`src/rtl/serial_rx_store.sv`:
```
// 8N1 serial receiver that appends each good character to the message RAM
// as {1'b1, 7'b0, char} and always follows it with a 16'h0000 terminator word.
module serial_rx_store #(
  parameter int CLKS_PER_BIT = 10416,
  parameter int CW           = 14
) (
  input  logic        sysclk,
  input  logic        reset,
  input  logic        serialIn,
  input  logic        clear,
  output logic        ram_write,
  output logic [7:0]  ram_addr,
  output logic [15:0] ram_data,
  output logic        char_valid,
  output logic [7:0]  char_out,
  output logic        frame_err,
  output logic        overflow,
  output logic        full,
  output logic [7:0]  count
);

  localparam logic [CW-1:0] HALF_LAST = CW'(CLKS_PER_BIT / 2 - 1);
  localparam logic [CW-1:0] BIT_LAST  = CW'(CLKS_PER_BIT - 1);

  typedef enum logic [2:0] {
    IDLE, START, DATA, STOP, STORE, TERM, BREAK, CLR
  } state_t;

  state_t        state_reg, state_next;
  logic          rx_meta_reg, rx_s_reg;
  logic [CW-1:0] cnt_reg, cnt_next;
  logic [2:0]    bit_idx_reg, bit_idx_next;
  logic [7:0]    shift_reg, shift_next;
  logic [7:0]    ptr_reg, ptr_next;
  logic          ram_write_reg, ram_write_next;
  logic [7:0]    ram_addr_reg, ram_addr_next;
  logic [15:0]   ram_data_reg, ram_data_next;
  logic          char_valid_reg, char_valid_next;
  logic [7:0]    char_out_reg, char_out_next;
  logic          frame_err_reg, frame_err_next;
  logic          overflow_reg, overflow_next;
  logic          full_w;

  assign full_w = (ptr_reg == 8'hFF);

  // Two-flop synchronizer; idle-high reset so a reset never looks like a start bit.
  always_ff @(posedge sysclk) begin
    if (reset) begin
      rx_meta_reg <= 1'b1;
      rx_s_reg    <= 1'b1;
    end else begin
      rx_meta_reg <= serialIn;
      rx_s_reg    <= rx_meta_reg;
    end
  end

  always_ff @(posedge sysclk) begin
    if (reset) begin
      state_reg      <= IDLE;
      cnt_reg        <= '0;
      bit_idx_reg    <= '0;
      shift_reg      <= '0;
      ptr_reg        <= '0;
      ram_write_reg  <= 1'b0;
      ram_addr_reg   <= '0;
      ram_data_reg   <= '0;
      char_valid_reg <= 1'b0;
      char_out_reg   <= '0;
      frame_err_reg  <= 1'b0;
      overflow_reg   <= 1'b0;
    end else begin
      state_reg      <= state_next;
      cnt_reg        <= cnt_next;
      bit_idx_reg    <= bit_idx_next;
      shift_reg      <= shift_next;
      ptr_reg        <= ptr_next;
      ram_write_reg  <= ram_write_next;
      ram_addr_reg   <= ram_addr_next;
      ram_data_reg   <= ram_data_next;
      char_valid_reg <= char_valid_next;
      char_out_reg   <= char_out_next;
      frame_err_reg  <= frame_err_next;
      overflow_reg   <= overflow_next;
    end
  end

  always_comb begin
    state_next      = state_reg;
    cnt_next        = cnt_reg;
    bit_idx_next    = bit_idx_reg;
    shift_next      = shift_reg;
    ptr_next        = ptr_reg;
    overflow_next   = overflow_reg;
    char_out_next   = char_out_reg;
    char_valid_next = 1'b0;
    frame_err_next  = 1'b0;
    ram_write_next  = 1'b0;
    ram_addr_next   = ptr_reg;
    ram_data_next   = ram_data_reg;

    case (state_reg)
      IDLE: begin
        if (!rx_s_reg) begin
          state_next = START;
          cnt_next   = '0;
        end
      end
      START: begin
        if (cnt_reg == HALF_LAST) begin
          cnt_next     = '0;
          bit_idx_next = '0;
          state_next   = rx_s_reg ? IDLE : DATA;
        end else begin
          cnt_next = cnt_reg + 1'b1;
        end
      end
      DATA: begin
        if (cnt_reg == BIT_LAST) begin
          cnt_next     = '0;
          shift_next   = {rx_s_reg, shift_reg[7:1]};
          bit_idx_next = bit_idx_reg + 3'd1;
          if (bit_idx_reg == 3'd7) begin
            state_next = STOP;
          end
        end else begin
          cnt_next = cnt_reg + 1'b1;
        end
      end
      STOP: begin
        if (cnt_reg == BIT_LAST) begin
          cnt_next = '0;
          if (!rx_s_reg) begin
            frame_err_next = 1'b1;
            state_next     = BREAK;
          end else if (full_w) begin
            overflow_next = 1'b1;
            state_next    = IDLE;
          end else begin
            char_out_next   = shift_reg;
            char_valid_next = 1'b1;
            state_next      = STORE;
          end
        end else begin
          cnt_next = cnt_reg + 1'b1;
        end
      end
      STORE: begin
        ptr_next   = ptr_reg + 8'd1;
        state_next = TERM;
      end
      TERM: begin
        state_next = IDLE;
      end
      BREAK: begin
        if (rx_s_reg) begin
          state_next = IDLE;
        end
      end
      CLR: begin
        ptr_next      = '0;
        overflow_next = 1'b0;
        state_next    = BREAK;
      end
      default: begin
        state_next = IDLE;
      end
    endcase

    // clear wins over everything, including a stop-bit sample in the same cycle
    if (clear && (state_reg != CLR)) begin
      state_next      = CLR;
      cnt_next        = '0;
      ptr_next        = ptr_reg;
      overflow_next   = overflow_reg;
      char_out_next   = char_out_reg;
      char_valid_next = 1'b0;
      frame_err_next  = 1'b0;
    end

    // RAM port is registered: drive it from the state being entered
    ram_addr_next = ptr_next;
    case (state_next)
      STORE: begin
        ram_write_next = 1'b1;
        ram_addr_next  = ptr_reg;
        ram_data_next  = {1'b1, 7'b0, shift_reg};
      end
      TERM: begin
        ram_write_next = 1'b1;
        ram_addr_next  = ptr_next;
        ram_data_next  = 16'h0000;
      end
      CLR: begin
        ram_write_next = 1'b1;
        ram_addr_next  = 8'd0;
        ram_data_next  = 16'h0000;
      end
      default: begin
        ram_write_next = 1'b0;
      end
    endcase
  end

  assign ram_write  = ram_write_reg;
  assign ram_addr   = ram_addr_reg;
  assign ram_data   = ram_data_reg;
  assign char_valid = char_valid_reg;
  assign char_out   = char_out_reg;
  assign frame_err  = frame_err_reg;
  assign overflow   = overflow_reg;
  assign full       = full_w;
  assign count      = ptr_reg;

endmodule

```
`config.mk`:
```
export PLATFORM = sky130hd
export DESIGN_NAME = serial_rx_store
export DESIGN_NICKNAME = d
export VERILOG_FILES = /design/src/rtl/serial_rx_store.sv
export SDC_FILE = /design/constraint.sdc
export NUM_CORES = 1
export LEC_CHECK = 0
export ABC_AREA = 0
export CAP_MARGIN = 40
export CORE_MARGIN = 10
export CORE_UTILIZATION = 50
export CTS_CLUSTER_DIAMETER = 50
export DETAILED_ROUTE_END_ITERATION = 10
export PLACE_DENSITY = 0.78
export RECOVER_POWER = 50
export SKIP_LAST_GASP = 1
export SLEW_MARGIN = 40
export SYNTH_ARGS = -nofsm -noshare
export SYNTH_HDL_FRONTEND = slang
export SYNTH_SLANG_ARGS = --single-unit
export TNS_END_PERCENT = 100
```
`constraint.sdc`:
```
create_clock -name sysclk -period 4.33 [get_ports sysclk]
set_clock_uncertainty 0.15 [all_clocks]
set_input_delay 0.866 -clock sysclk [delete_from_list [all_inputs] [get_ports sysclk]]
set_output_delay 0.866 -clock sysclk [all_outputs]
set_load 0.03 [all_outputs]
```
# Word level (Yosys, flattened, before mapping)

Cells that the tools add are included.

Multiplexer cells: 29
Equal/unequal tests: 21
Reductions and logical operators: 17
Add/subtract/negate cells: 3
Bitwise logic cells: 5

Operators with widths:

| kind                                                                    | number |
|---|---|
| 14-bit two-way mux                                                      | 3 |
| 14-bit case mux with 3 select lines                                     | 1 |
| 3-bit two-way mux                                                       | 11 |
| 16-bit case mux with 2 select lines                                     | 1 |
| 8-bit case mux with 2 select lines                                      | 2 |
| 3-bit equality test, second input constant                              | 8 |
| 3-bit case mux with 8 select lines                                      | 1 |
| 14-bit by 1-bit adder with 14-bit output, second input constant         | 1 |
| 14-bit by 13-bit equality test with 1-bit output, second input constant | 1 |
| 14-bit equality test, second input constant                             | 1 |
| 2-bit inequality test, second input constant                            | 6 |
| 5-bit AND reduction                                                     | 2 |
| 8-bit by 1-bit adder with 8-bit output, second input constant           | 1 |
| 8-bit equality test, second input constant                              | 1 |
| 8-bit two-way mux                                                       | 1 |
| 3-bit by 2-bit equality test with 1-bit output, second input constant   | 2 |
| 1-bit two-way mux                                                       | 6 |
| 3-bit case mux with 2 select lines                                      | 1 |
| 2-bit nonzero test                                                      | 3 |
| 2-bit OR reduction                                                      | 3 |
| 1-bit NOT                                                               | 5 |
| 5-bit OR reduction                                                      | 1 |
| 2-bit AND reduction                                                     | 2 |
| 4-bit OR reduction                                                      | 1 |
| 10 further kinds                                                        | 10 |

Word-level logic and storage cells: 89
Register bits after elaboration: 74

# Logic depth before layout (Yosys ltp)

Gate-level depths: netlist of the first run.

Depth after elaboration: 9
Depth in mapped cells: 9

# Worst setup path after synthesis of the first run

OpenSTA, ideal clock, no wires.

Path type: input to register
Start point: in clear
End point: reg ram_addr_reg[2], in the netlist ram_addr[2]
Stages on the path: 6
Setup time: 0.117 ns
Arrival: 2.295 ns
Required time: 4.063 ns
Setup slack: 1.768 ns
Cells stage by stage: clkbuf_1 a21oi_1 mux2_2 o31a_1 a211o_2 a22o_1

Cells in the longest elaborated chain, start to end: 4

Ends and longest elaborated chain:

| element                              | RTL line | RTL |
|---|---|---|
| start: declaration                   | 10       | `input logic clear,` |
| 1-bit logical AND *                  | 170      | `if (clear && (state_reg != CLR)) begin` |
| 3-bit two-way mux                    | 170      |  |
| 3-bit equality test                  | 182      | `case (state_next)` |
| 8-bit case mux with 2 select lines * | 182      |  |
| end signal: assignment               | 78       | `ram_addr_reg <= ram_addr_next;` |
| end: declaration                     | 36       | `logic [7:0] ram_addr_reg, ram_addr_next;` |

Mark *: on every way between the ends. The rest lies on a longest branch, timed or not.
A chain may end at the register's enable or synchronous reset.

==> results.cfg, run 1 <==
[sta]
maxSlewViolCount = 47
setup_tns_ns = 0
min_period_ns = 3.39
rsz0062_at_grt = false
period_share_pct = 78.3
max_freq_mhz = 295
slew_headroom_pct = -25.3
worst_slew_pin_slew_ns = 1.88
hold_violations = 0
setup_viol = 0
setup_ws_ns = 0.941

[critical_path]
crit_chain = dlygate4sd3_1, clkbuf_1, and3b_1, a22o_1
path_class = primary input to flop
slowest_stage = clkbuf_1
crit_fanout = 46
arrival_ns = 3.48
worst_setup_path_start_kind = primary input
required_ns = 4.42
startpoint = reset
cp-end-kind = flop
slowest_delay_ns = 1.36
reg2reg_from = cnt_reg[0]$_SDFFE_PP0P_

[routing]
vias_per_cell = 5.52
routed_wl_um = 6810
post_drt_wl_per_cell_um = 14.9
drc = 0
vias = 2519
firstDrtPassIters = 5
ant_nets = 0
drt_iter0_markers = 156

[flow_run]
drv_cap = 1

[power_and_ir_drop]
p_leak_nw = 1.41
power.share.clock_pct = 41.3
total_power_mw = 1.26
irDropWorstVdd_v = 0.000231
cellPowerDensity_mw_per_mm2 = 343
p_switching_uw = 322
netSwitchingFraction_pct = 25.6
p_int_uw = 935
combPwrFrac_pct = 8.2
power_frac_seq_pct = 50.6

[global_routing]
grt_util_all_layers_pct = 14.2
grt_first_pass_wirelength_um = 11500
grt_max_degree = 47
gr-total-overflow = 0
grt_pass1_vias = 2395
antenna_found_initial = 0

[final_layout]
stdcell_area_mm2 = 0.00367
drive_above_1_share_pct = 9.19
fin_nets = 384
diodes = 0
fin_cells = 456
fillCellCount = 535
largest_register_ffs = 14
area_growth_pct = 20.2

[yosys]
synth_cell_type_count = 54
synth_commonest_cells = dfxtp_1 (67), nor2_1 (46), a21oi_1 (23)
synthAdderAreaFrac_pct = 1.64
synth.area.top_cells = dfxtp_1 (44%), mux2i_1 (6.6%), nor2_1 (5.7%), a21oi_1 (3.8%), nand3_1 (3.3%)
synth_top_family_by_area = simple AND/OR/NAND/NOR gates
netlist_instances = 338
synthMuxAreaShare_pct = 6.92
synth-edff-count = 0
yosysTopAreaCellShare_pct = 43.9
syn_avg_cell_area_um2 = 9.04
synth_warnings = 0
yosysSeqAreaShare_pct = 43.9
synth.largest_area_cell = dfxtp_1
yosys.area_share.simple_pct = 25.1
yosys_register_bits = 67
async_reset_ff_share_pct = 0
ys.flop_type = dfxtp_1
synth-xor-area-share_pct = 3.44
yosysMostFrequentCell = dfxtp_1
netlist_area_mm2 = 0.00305
synth_compound_area_share_pct = 14.1

[run_status]
outcome = finished with violations
violations = capacitance limit, slew limit

[worst_hold_path]
hold_path_class = flop to flop
hp-start = rx_meta_reg$_SDFF_PP1_

[clock_tree]
htreeDepth = 3
cts_root_buf = clkbuf_8
tritoncts = yes
cts.clk_slew.worst_paths_ns = 0.07
cts_resized = 0
clock_sinks = 67
post_cts_buffers = 0
numCtsBuffers = 9
ctsHoldBuffers = 0
clock_latency_ns = 0.34
clk_path_buf_depth = 2

[die]
placementRows = 28
start_util_pct = 51.6
io_pins = 49
dieArea_mm2 = 0.00963
die_x_um = 98.2
core_area_mm2 = 0.00592
die-height_um = 98.2

[placed_design]
io_buffer_count = 41
hpwl_um = 4790
dp_cells = 440
place_area_mm2 = 0.00348
globalplace.congestion = 0.844
detailedPlace.worstSlack_ns = 1.08
## final timing paths
check	to	cells past startpoint	slack [ns]
worst max-delay path	ram_addr[1]$_SDFF_PP0_	4	0.94
worst min-delay path	rx_s_reg$_SDFF_PP1_	1	0.26
worst max register to register	ram_addr[1]$_SDFF_PP0_	7	1.34
worst min register to register	rx_s_reg$_SDFF_PP1_	1	0.26
## layout make-up
| class | instances | area [um2] | share of cell area (%) |
|---|---|---|---|
| multi-input cells | 248 | 1590 | 43.2 |
| flip-flops and latches | 67 | 1340 | 36.5 |
| repair buffers | 44 | 425 | 11.6 |
| clock buffers | 10 | 138 | 3.75 |
| well taps | 75 | 93.8 | 2.56 |
| clock inverters | 6 | 63.8 | 1.74 |
| inverters | 6 | 22.5 | 0.614 |
## layout by cell type (no fill, tap or decap), drive strengths merged, types with 7 or more instances in the layout
cell type,n
a21oi,23
a22o,8
and3,8
clkbuf,12
clkdlybuf4s50,17
conb,7
dfxtp,67
dlygate4sd3,24
inv,7
mux2i,20
nand2,21
nand3,20
nand4,7
nor2,46
o21ai,19
xor2,7
## routing by layer
| layer | vias to the layer above | wire, um | GRT usage (%) |
|---|---|---|---|
| met2 | 67 | 3100 | 22.0 |
| met3 | 9 | 544 | 5.99 |
| met5 | - | 0 | 0 |
| li1 | 1267 | - | - |
| met4 | 0 | 89 | 6.28 |
| met1 | 1176 | 3080 | 16.9 |
## per-stage QoR
stage	util, %	hold WS (ns)
3_3_place_gp	58.8	0.244
2_1_floorplan	-	0.239
6_report	62.0	0.262
4_1_cts	62.2	0.263
5_1_grt	62.0	0.281
3_5_place_dp	58.8	0.245
## cell families after synthesis
group           count (synthesis)
other cells                     1
xor+xnor                       12
compound gates                 68
flops                          67
simple gates                  136
buf+inv                        29
fa+ha+maj                       4
mux                            21
## critical path, delay by kind of cell
family	cells	cell delay [ns]
buffers and inverters	2	1.93
AO/OA/AOI/OAI	1	0.26
AND/OR/NAND/NOR	1	0.41
## power by group through the flow
stage | Combinational [mW] | Sequential, mW | Clock (mW)
floorplan | 0.0863 | 0.645 | 0
global placement | 0.101 | 0.649 | 0
finish | 0.103 | 0.636 | 0.519
global route | 0.114 | 0.637 | 0.556
detailed placement | 0.102 | 0.649 | 0
CTS | 0.103 | 0.635 | 0.533
Note: power is estimated with default switching activity, not from simulation.
==> run 2, diff against run 1 <==
==> constraint.sdc (replaced) <==
create_clock -name sysclk -period 3.25 [get_ports sysclk]
set_clock_uncertainty 0.15 [all_clocks]
set_input_delay 0.65 -clock sysclk [delete_from_list [all_inputs] [get_ports sysclk]]
set_output_delay 0.65 -clock sysclk [all_outputs]
set_load 0.03 [all_outputs]
==> run 2 against run 1 <==
The run now ends clean; critical path depth grew 1; combinational power grew 36%; cell area grew 0.78%; register-to-register slack lost 0.91 ns; largest power group unchanged; flip-flop and latch count is the same; sequential power grew 33%.
==> results.cfg, run 2 (synthesized netlist as in run 1, its figures left out) <==
[critical_path]
reg2reg_to = ram_addr[2]$_SDFF_PP0_
endpoint = full
startpoint = count[0]$_SDFF_PP0_
reg2reg_from = cnt_reg[0]$_SDFFE_PP0P_
worst_setup_path_start_kind = flop
slowest_delay_ns = 0.69
crit_cells = 5
crit_family = buffers and inverters
arrival_ns = 2.21
crit_chain = ha_1, and3_1, nand3_1, inv_1, clkdlybuf4s50_1
required_ns = 2.45
critPathBufInv = 2
cp-end-kind = output port
path_class = flop to output port
slowest_stage = clkdlybuf4s50_1
crit_fanout = 6
reg2reg_depth = 7
r2r_slack_ns = 0.43

[final_layout]
area_growth_pct = 21.1
layout_common_cells = dfxtp_1 (67), nor2_1 (46), dlygate4sd3_1 (32), a21oi_1 (23), nand2_1 (21)
largest_register_ffs = 14
final_common_cell = dfxtp_1
fin_nets = 391
stdcell_area_mm2 = 0.00370
drive_above_1_share_pct = 9.04

[global_routing]
grt_max_degree = 35
gr-total-overflow = 0
grt_pass1_vias = 2504
grt_util_all_layers_pct = 14.5
grt_first_pass_wirelength_um = 11800
antenna_found_initial = 0

[die]
die-height_um = 98.2
dieArea_mm2 = 0.00963
start_util_pct = 51.6
die_x_um = 98.2
core_area_mm2 = 0.00592
io_pins = 49
placementRows = 28

[clock_tree]
cts_resized = 0
ctsHoldBuffers = 0
numCtsBuffers = 9
clock_latency_ns = 0.35
cts.clk_slew.worst_paths_ns = 0.07
post_cts_buffers = 0
tritoncts = yes
cts_root_buf = clkbuf_8
htreeDepth = 3
clock_sinks = 67
clk_path_buf_depth = 2

[sta]
max_freq_mhz = 332
setup_viol = 0
worst_slew_pin_slew_ns = 1.41
hold_violations = 0
setup_tns_ns = 0
rsz0062_at_grt = false
slew_headroom_pct = 6.18
maxSlewViolCount = 0
period_share_pct = 92.5
min_period_ns = 3.01

[power_and_ir_drop]
netSwitchingFraction_pct = 24.4
p_switching_uw = 408
p_int_mw = 1.27
combPwrFrac_pct = 8.4
cellPowerDensity_mw_per_mm2 = 452
p_leak_nw = 1.47
power_frac_seq_pct = 50.6
power.share.clock_pct = 41.0
irDropWorstVdd_v = 0.000301

[placed_design]
hpwl_um = 4850
globalplace.congestion = 0.902
io_buffer_count = 41
place_area_mm2 = 0.00353

[routing]
post_drt_wl_per_cell_um = 14.7
vias = 2509
routed_wl_um = 6790
top_layer = met4
firstDrtPassIters = 4
drt-met1-wl_um = 3040
drc = 0
ant_nets = 0
vias_per_cell = 5.42
drt_iter0_markers = 120
routed-wl-met2_um = 3070
route.met3.wl_um = 520

[worst_hold_path]
min_path_cells = 1
hold_path_class = flop to flop

[run_status]
outcome = finished clean

[flow_run]
drv_cap = 0
run 2: changes by cell type in the layout (fill, tap and decap cells not counted), moves of 2 or more:
cell and delta:
dlygate4sd3_1 +8, clkinvlp_4 -2, buf_4 +6, clkdlybuf4s50_1 -8
clkbuf_1 +3
run 2: metrics by stage:
step           hold slack [ns]  power [mW]  util, %  worst slack, ns  instances
2_1_floorplan            0.239       0.975        -            0.867        344
4_1_cts                  0.272        1.69     62.9            0.255        462
6_report                 0.265        1.67     62.5            0.242        463
3_5_place_dp             0.244        1.01     59.7            0.577        447
3_3_place_gp             0.244        1.00     59.7            0.615        447
5_1_grt                  0.299        1.73     62.4           0.0905        462
run 2: layer usage:
layer | up-vias | track usage [%]
met5 | - | 0
met4 | 0 | 7.83
met3 | 17 | 5.36
met2 | 54 | 22.4
met1 | 1158 | 17.0
li1 | 1280 | -
run 2: worst reg2reg max path, stage by stage, from the launching register on:
cell      delay, ns
dfxtp_1        0.39
ha_1           0.22
and4bb_1       0.31
nand4_1        0.30
o211a_1        0.25
o31a_1         0.41
a211o_2        0.42
a22o_1         0.26
run 2: worst min path at each step:
stage,from,end
floorplan,rx_meta_reg$_SDFF_PP1_,rx_s_reg$_SDFF_PP1_
global placement,rx_meta_reg$_SDFF_PP1_,rx_s_reg$_SDFF_PP1_
detailed placement,rx_meta_reg$_SDFF_PP1_,rx_s_reg$_SDFF_PP1_
CTS,rx_meta_reg$_SDFF_PP1_,rx_s_reg$_SDFF_PP1_
global route,rx_meta_reg$_SDFF_PP1_,rx_s_reg$_SDFF_PP1_
finish,rx_meta_reg$_SDFF_PP1_,rx_s_reg$_SDFF_PP1_
run 2: power groups by stage:
| stage | Combinational, mW | Sequential, mW | Clock (mW) |
|---|---|---|---|
| 2_1_floorplan | 0.115 | 0.860 | 0 |
| 3_3_place_gp | 0.140 | 0.865 | 0 |
| 3_5_place_dp | 0.140 | 0.865 | 0 |
| 4_1_cts | 0.142 | 0.847 | 0.698 |
| 5_1_grt | 0.157 | 0.849 | 0.721 |
| 6_report | 0.140 | 0.847 | 0.687 |
run 2: layout make-up:
class | count | area [um2]
diodes | 1 | 2.50
clock buffers | 13 | 159
clock inverters | 2 | 35.0
fillers | 552 | 2220
inverters | 6 | 22.5
multi-input cells | 248 | 1570
flip-flops and latches | 67 | 1340
well taps | 75 | 93.8
repair buffers | 51 | 474
==> run 3, diff against run 2 <==
--- a/config.mk
+++ b/config.mk
@@ -11,6 +11,7 @@
 export CORE_UTILIZATION = 50
 export CTS_CLUSTER_DIAMETER = 50
 export DETAILED_ROUTE_END_ITERATION = 10
+export GPL_ROUTABILITY_DRIVEN = 0
 export PLACE_DENSITY = 0.78
 export RECOVER_POWER = 50
 export SKIP_LAST_GASP = 1
==> results of run 3 <==
Final layout, timing and power as in run 2 (identical DEF).
